**config.mk**
```make
export PLATFORM = sky130hd
export DESIGN_NAME = serial_word_receiver
export DESIGN_NICKNAME = d
export VERILOG_FILES = /design/src/rtl/serial_word_receiver.sv
export SDC_FILE = /design/constraint.sdc
export NUM_CORES = 1
export LEC_CHECK = 0
export ABC_AREA = 1
export ABC_CLOCK_PERIOD_IN_PS = 1250
export BUFFER_PORTS_ARGS = -buffer_cell sky130_fd_sc_hd__buf_2
export CAP_MARGIN = 15
export CORE_ASPECT_RATIO = 0.8
export CORE_MARGIN = 2
export CORE_UTILIZATION = 53
export CTS_BUF_LIST = sky130_fd_sc_hd__clkbuf_8
export CTS_CLUSTER_SIZE = 24
export DETAILED_ROUTE_END_ITERATION = 8
export GPL_ROUTABILITY_DRIVEN = 0
export PLACE_DENSITY = 0.79
export SETUP_SLACK_MARGIN = 0.4
export SLEW_MARGIN = 0
export SYNTH_ARGS = -nofsm -noshare
export SYNTH_HDL_FRONTEND = slang
export SYNTH_SLANG_ARGS = --single-unit
```
**constraint.sdc**
```tcl
create_clock -name clk -period 1.25 [get_ports clk]
set_input_delay 0.1875 -clock clk [delete_from_list [all_inputs] [get_ports clk]]
set_output_delay 0.1875 -clock clk [all_outputs]
set_load 0.005 [all_outputs]
```
**src/rtl/serial_word_receiver.sv**
```systemverilog
// Gated-clock serial word receiver: synchronizes ser_clk_in/ser_in, shifts MSB-first on falls, emits words on valid/ready.
// Optional idle-timeout abort with frame_err pulse is enabled by defining SER_RX_TIMEOUT_EN.
module serial_word_receiver #(
   parameter int WORD_W       = 32,
   parameter int SYNC_STAGES  = 2,
   parameter int IDLE_TIMEOUT = 16
) (
   input  logic              clk,
   input  logic              rst_n,
   input  logic              ser_clk_in,
   input  logic              ser_in,
   output logic [WORD_W-1:0] d_out,
   output logic              d_valid,
   input  logic              d_ready,
   output logic              overflow,
   output logic              frame_err,
   output logic [3:0]        led
);
   // state | meaning
   // IDLE  | no word in progress, bit_cnt = 0
   // SHIFT | word in progress, collecting bits on each fall
   typedef enum logic {IDLE, SHIFT} state_t;

   localparam int CW = $clog2(WORD_W) + 1;

   logic [SYNC_STAGES-1:0] sclk_sync;
   logic [SYNC_STAGES-1:0] sdat_sync;
   logic                   sclk_s;
   logic                   ser_s;
   logic                   sclk_q;
   logic                   fall;
   logic                   fall_r;
   logic                   bit_r;
   logic [WORD_W-1:0]      shreg;
   logic [WORD_W-1:0]      next_word;
   logic [CW-1:0]          bit_cnt;
   state_t                 state;

   assign sclk_s    = sclk_sync[SYNC_STAGES-1];
   assign ser_s     = sdat_sync[SYNC_STAGES-1];
   assign fall      = sclk_q & ~sclk_s;
   assign next_word = {shreg[WORD_W-2:0], bit_r};
   assign led       = 4'(bit_cnt);

   // Equal-depth chains keep data aligned with the clock edge it belongs to.
   always_ff @(posedge clk) begin
      if (!rst_n) begin
         sclk_sync <= '0;
         sdat_sync <= '0;
         sclk_q    <= 1'b0;
         fall_r    <= 1'b0;
         bit_r     <= 1'b0;
      end else begin
         sclk_sync <= {sclk_sync[SYNC_STAGES-2:0], ser_clk_in};
         sdat_sync <= {sdat_sync[SYNC_STAGES-2:0], ser_in};
         sclk_q    <= sclk_s;
         fall_r    <= fall;
         bit_r     <= ser_s;
      end
   end

`ifdef SER_RX_TIMEOUT_EN
   localparam int IW = $clog2(IDLE_TIMEOUT + 1);
   logic [IW-1:0] idle_cnt;
`else
   assign frame_err = 1'b0;
`endif

   always_ff @(posedge clk) begin
      if (!rst_n) begin
         state    <= IDLE;
         shreg    <= '0;
         bit_cnt  <= '0;
         d_out    <= '0;
         d_valid  <= 1'b0;
         overflow <= 1'b0;
`ifdef SER_RX_TIMEOUT_EN
         idle_cnt  <= '0;
         frame_err <= 1'b0;
`endif
      end else begin
`ifdef SER_RX_TIMEOUT_EN
         frame_err <= 1'b0;
`endif
         if (d_valid && d_ready)
            d_valid <= 1'b0;
         if (fall_r) begin
            shreg <= next_word;
`ifdef SER_RX_TIMEOUT_EN
            idle_cnt <= '0;
`endif
            if (bit_cnt == CW'(WORD_W - 1)) begin
               bit_cnt <= '0;
               state   <= IDLE;
               // A pending unaccepted word wins; the new one is dropped.
               if (!d_valid || d_ready) begin
                  d_out   <= next_word;
                  d_valid <= 1'b1;
               end else begin
                  overflow <= 1'b1;
               end
            end else begin
               bit_cnt <= (state == IDLE) ? CW'(1) : bit_cnt + 1'b1;
               state   <= SHIFT;
            end
         end
`ifdef SER_RX_TIMEOUT_EN
         else if (state == SHIFT) begin
            if (idle_cnt == IW'(IDLE_TIMEOUT)) begin
               bit_cnt   <= '0;
               idle_cnt  <= '0;
               frame_err <= 1'b1;
               state     <= IDLE;
            end else begin
               idle_cnt <= idle_cnt + 1'b1;
            end
         end else begin
            idle_cnt <= '0;
         end
`endif
      end
   end
endmodule

```
# == Word level (Yosys, flattened, before mapping) ==
# Cells that the tools add are included.
# Widths: inputs -> output; s select.
# op_classes
n_div,0
bitwise_logic,3
magnitude_cmp,0
mul,0
n_eq_ne,1
shift,0
mux,7
n_addsub,1
reduce_logical,5
# ops
operator,count
$mux 6,2
$add 6x1->6 const B,1
$eq 6x5->1 const B,1
$reduce_and 3->1,2
$mux 1,5
$not 1->1,2
$and 1x1->1,1
$logic_and 1x1->1,1
$logic_not 1->1,1
$logic_or 1x1->1,1
# totals
input_bits,5
romBits,0
ram_bits,0
mem_count,0
latchBits,0
regBits,79
out_inout_bits,39

# == Logic depth before layout (Yosys ltp) ==
# depth
ltp_word,5
ltp_mapped,8
depth_no_buf,7

# == Least setup slack after synthesis ==
# Ideal clock, no wire load.
# synth_path
kind,register to register
from,reg bit_cnt[0]
to,reg d_out[26]
required_time_ps,1118
period_less_slack_ps,1352
setup_slack_ps,-102
setup_ps,132
path_stages_with_launch,8
n_path_buf,1
t_arrival_ps,1220
path_cell_list,dfxtp_1 > ha_1 > nand3_2 > nor2_4 > nand3_1 > buf_2 > nand2_1 > a21oi_2
# synth_between
elab_chain_cells,2
# synth_lines
element,line_no,rtl
"start, declared",36,logic [CW-1:0] bit_cnt;
"start signal, assigned",103,bit_cnt <= (state == IDLE) ? CW'(1) : bit_cnt + 1'b1;
$eq 6x5->1,92,if (bit_cnt == CW'(WORD_W - 1)) begin
$reduce_and 3->1 (no line),--,
"end signal, assigned",97,d_out <= next_word;
"end, declared",12,"output logic [WORD_W-1:0] d_out,"
# No other way between the ends.
# A chain may end at the register's enable or synchronous reset.

# == Final worst setup path ==
# layout_path
from,reg bit_cnt[1]
to,reg d_out[29]
# Same word-level chain as after synthesis.

==> impl_metrics.ini <==
[worst_setup_path]
worstSetupEndpointType = register
worstRegToRegCells = 7
worstSetupPathType = register to register
slowest_stage = dfxtp_2
r2r_slack_ns = -0.20
critical_path.cell_chain = ha_4 -> nand3_4 -> nor2_4 -> nand2_4 -> clkinv_8 -> nand3_1 -> a21oi_1
start_kind = register
slowest_delay_ns = 0.37
critPathArrivalTime_ns = 1.74
r2r-start = bit_cnt[1]
crit_fanout = 16
timing.rr.end = d_out[29]
cp.required_ns = 1.53

[global_routing]
grt-ovfl-total = 0
grt_pass1_wl_um = 12020
antenna_found_initial = 0
grt_max_degree = 40
grt_usage_pct = 25.12
first_global_vias = 2492

[clocking]
clk-insertion-delay-late_ns = 0.36
tritoncts = yes
clkTransAtPathRegs_ns = 0.09
cts_max_level = 3
clock_sinks = 79
cts_made_buffers = 9
clock-root-buffer = clkbuf_8
clockBufferDepth = 2
holdBufCountCts = 0

[die]
die_x_um = 87.54
rows = 24
coreArea_sq_mm = 0.005405
start_util_pct = 54.75
pin_count = 44
fp.dieH_um = 70.83
die_area_sq_mm = 0.006200

[route]
drc = 0
viasPerCell = 5.827
drtIter0Drc = 182
drtPass1Iterations = 5
ant_nets = 0
wl_um = 9255
vias = 2972
post_drt_wl_per_cell_um = 18.15

[power_and_ir_drop]
p_per_area_mw_per_mm2 = 1121
leakage_uw = 0.001823
power_uw = 4895
ir_drop_v = 0.001122

[run]
cap_viol_max_count = 0

[synthesis]
syn-num-nets = 375
yosysWarnings = 0
synth_edf_count = 0
netlist_instances = 369
avgSynthCellArea_sq_um = 8.019
async_flop_share_pct = 0
netlist_area_sq_mm = 0.002959
ys_ff_latch = 79
synth_flop_cell = dfxtp_1
synth.distinct_cells = 24
ys_seq_area_share_pct = 53.45

[sta]
hold_viol_final = 0
setup_viol = 40
finClkSkew_ns = 0.01406
fin_setup_tns_ns = -3.853
maxSlewViolCount = 0
setup_slack_ns = -0.2042
rsz0062_at_grt = yes
max_freq_mhz = 687.6
min_period_ns = 1.454
whs_ns = 0.01266
fin_crit_sh_pct = 116.3

[hold_path]
hold_depth = 3
hold_path_class = input port to register
worstHoldStart = ser_in
min_to = sdat_sync[0]

[run_status]
status = finished, violations left
violations = negative setup slack

[placement]
place_area_sq_mm = 0.003269
hpwl_um = 3703
numPortBuffers = 42

[final_layout]
antenna_cells = 0
final_util_pct = 80.81
final_layout_size_suffix_gt1_share_pct = 52.13
area_growth_pct = 47.61
nets = 446
fin_area_sq_mm = 0.004368
[logic make-up (layout without fill, tap and decap cells)]
kind of cell | count (synthesis) | count (layout) | synth area share [%]
AO/OA/AOI/OAI | 75 | 75 | 13.23
adder cells (fa/ha/maj) | 1 | 1 | 0.4228
buffers and inverters | 47 | 123 | 7.822
flip-flops | 79 | 79 | 53.45
other | 1 | 1 | 0.1267
AND/OR/NAND/NOR | 166 | 166 | 24.95
[synth_stat cells, types with 5 or more instances]
master / number / area, sq um
o21ai_0: 32 / 160.2
nand3_1: 24 / 120.1
inv_1: 15 / 56.30
buf_4: 5 / 37.54
buf_2: 10 / 50.05
nor2_1: 68 / 255.2
a21oi_1: 38 / 190.2
nand2_1: 58 / 217.7
clkbuf_1: 12 / 45.04
dfxtp_1: 79 / 1582
nand3_2: 11 / 110.1
[final cells by class]
type / instances / area (sq um)
fill: 298 / 1037
timing repair buffer: 89 / 804.5
tap: 65 / 81.33
clock buffer: 10 / 137.6
multi-input combinational: 243 / 1528
clock inverter: 6 / 83.83
sequential: 79 / 1635
inverter: 17 / 81.33
timing repair inverter: 1 / 16.27
[cells in the final DEF, fill, tap and decap left out, types with 2 or more instances in the layout]
cell type | synthesis | final
clkinv_8 | 0 | 2
o21ai_2 | 0 | 9
nor2_4 | 1 | 31
clkinv_2 | 1 | 3
nand2_1 | 58 | 53
nor2_1 | 68 | 30
buf_12 | 0 | 3
o21ai_0 | 32 | 12
nand3_1 | 24 | 23
dfxtp_4 | 0 | 2
nand3_4 | 0 | 2
dfxtp_2 | 0 | 37
inv_1 | 15 | 13
nand2_2 | 1 | 4
dfxtp_1 | 79 | 40
buf_4 | 5 | 29
clkbuf_8 | 0 | 10
buf_2 | 10 | 29
nand3_2 | 11 | 10
buf_16 | 0 | 3
a21oi_2 | 3 | 15
inv_2 | 1 | 2
a21oi_1 | 38 | 26
nor2_2 | 0 | 8
nand2_4 | 0 | 2
bufinv_16 | 0 | 2
o21ai_1 | 0 | 11
buf_6 | 3 | 23
[worst max-delay path by stage]
stage | depth (start not counted) | slack, ns | endpoint | from
floorplan | 8 | -0.03 | d_out[26] | bit_cnt[1]
CTS | 8 | -0.03 | overflow | bit_cnt[0]
global placement | 7 | -0.12 | d_out[8] | bit_cnt[1]
global route | 7 | -0.23 | d_out[29] | bit_cnt[1]
finish | 7 | -0.20 | d_out[29] | bit_cnt[1]
detailed placement | 7 | -0.17 | d_out[8] | bit_cnt[1]
[metrics by stage]
step | std cells | worst slack, ns
floorplan | 369 | -0.02555
global placement | 463 | -0.1216
detailed placement | 463 | -0.1685
CTS | 493 | -0.02650
global route | 510 | -0.2301
finish | 510 | -0.2042
[routing by layer]
metal	global-route usage (%)	part of all wire, %	vias to the layer above
met3	6.768	7.1	45
li1	-	-	1346
met1	30.76	41	1424
met4	11.45	5.1	0
met2	41.25	47	157
met5	0	0	-
[state kept, by name (all words and copies together) (netlist names)]
signal,cells
d_out,32
shreg,31
bit_cnt,6
sclk_sync,2
sdat_sync,2
bit_r,1
d_valid,1
fall_r,1
overflow,1
sclk_q,1
state,1
[worst max-delay path: cells and delay by family (launching register included)]
kind	cells	cell delay [ns]
buffers and inverters	1	0.14
DFF	1	0.37
and+or+nand+nor	4	0.52
AOI/OAI and AO/OA	1	0.19
adders and majority gates	1	0.16
[where the power goes]
| group | switching, uW | internal [uW] |
|---|---|---|
| Combinational | 106 | 66.1 |
| Clock | 975 | 1170 |
| Sequential | 36.3 | 2540 |
| Total | 1120 | 3780 |
[what timing repair did]
item	CTS	global route
cloned	4	1
pin swaps	25	6
gates resized for setup	131	62
setup endpoints to repair	110	110
hold endpoints to repair	0	0
buffers inserted	10	16
(Power assumes the default switching activity.)
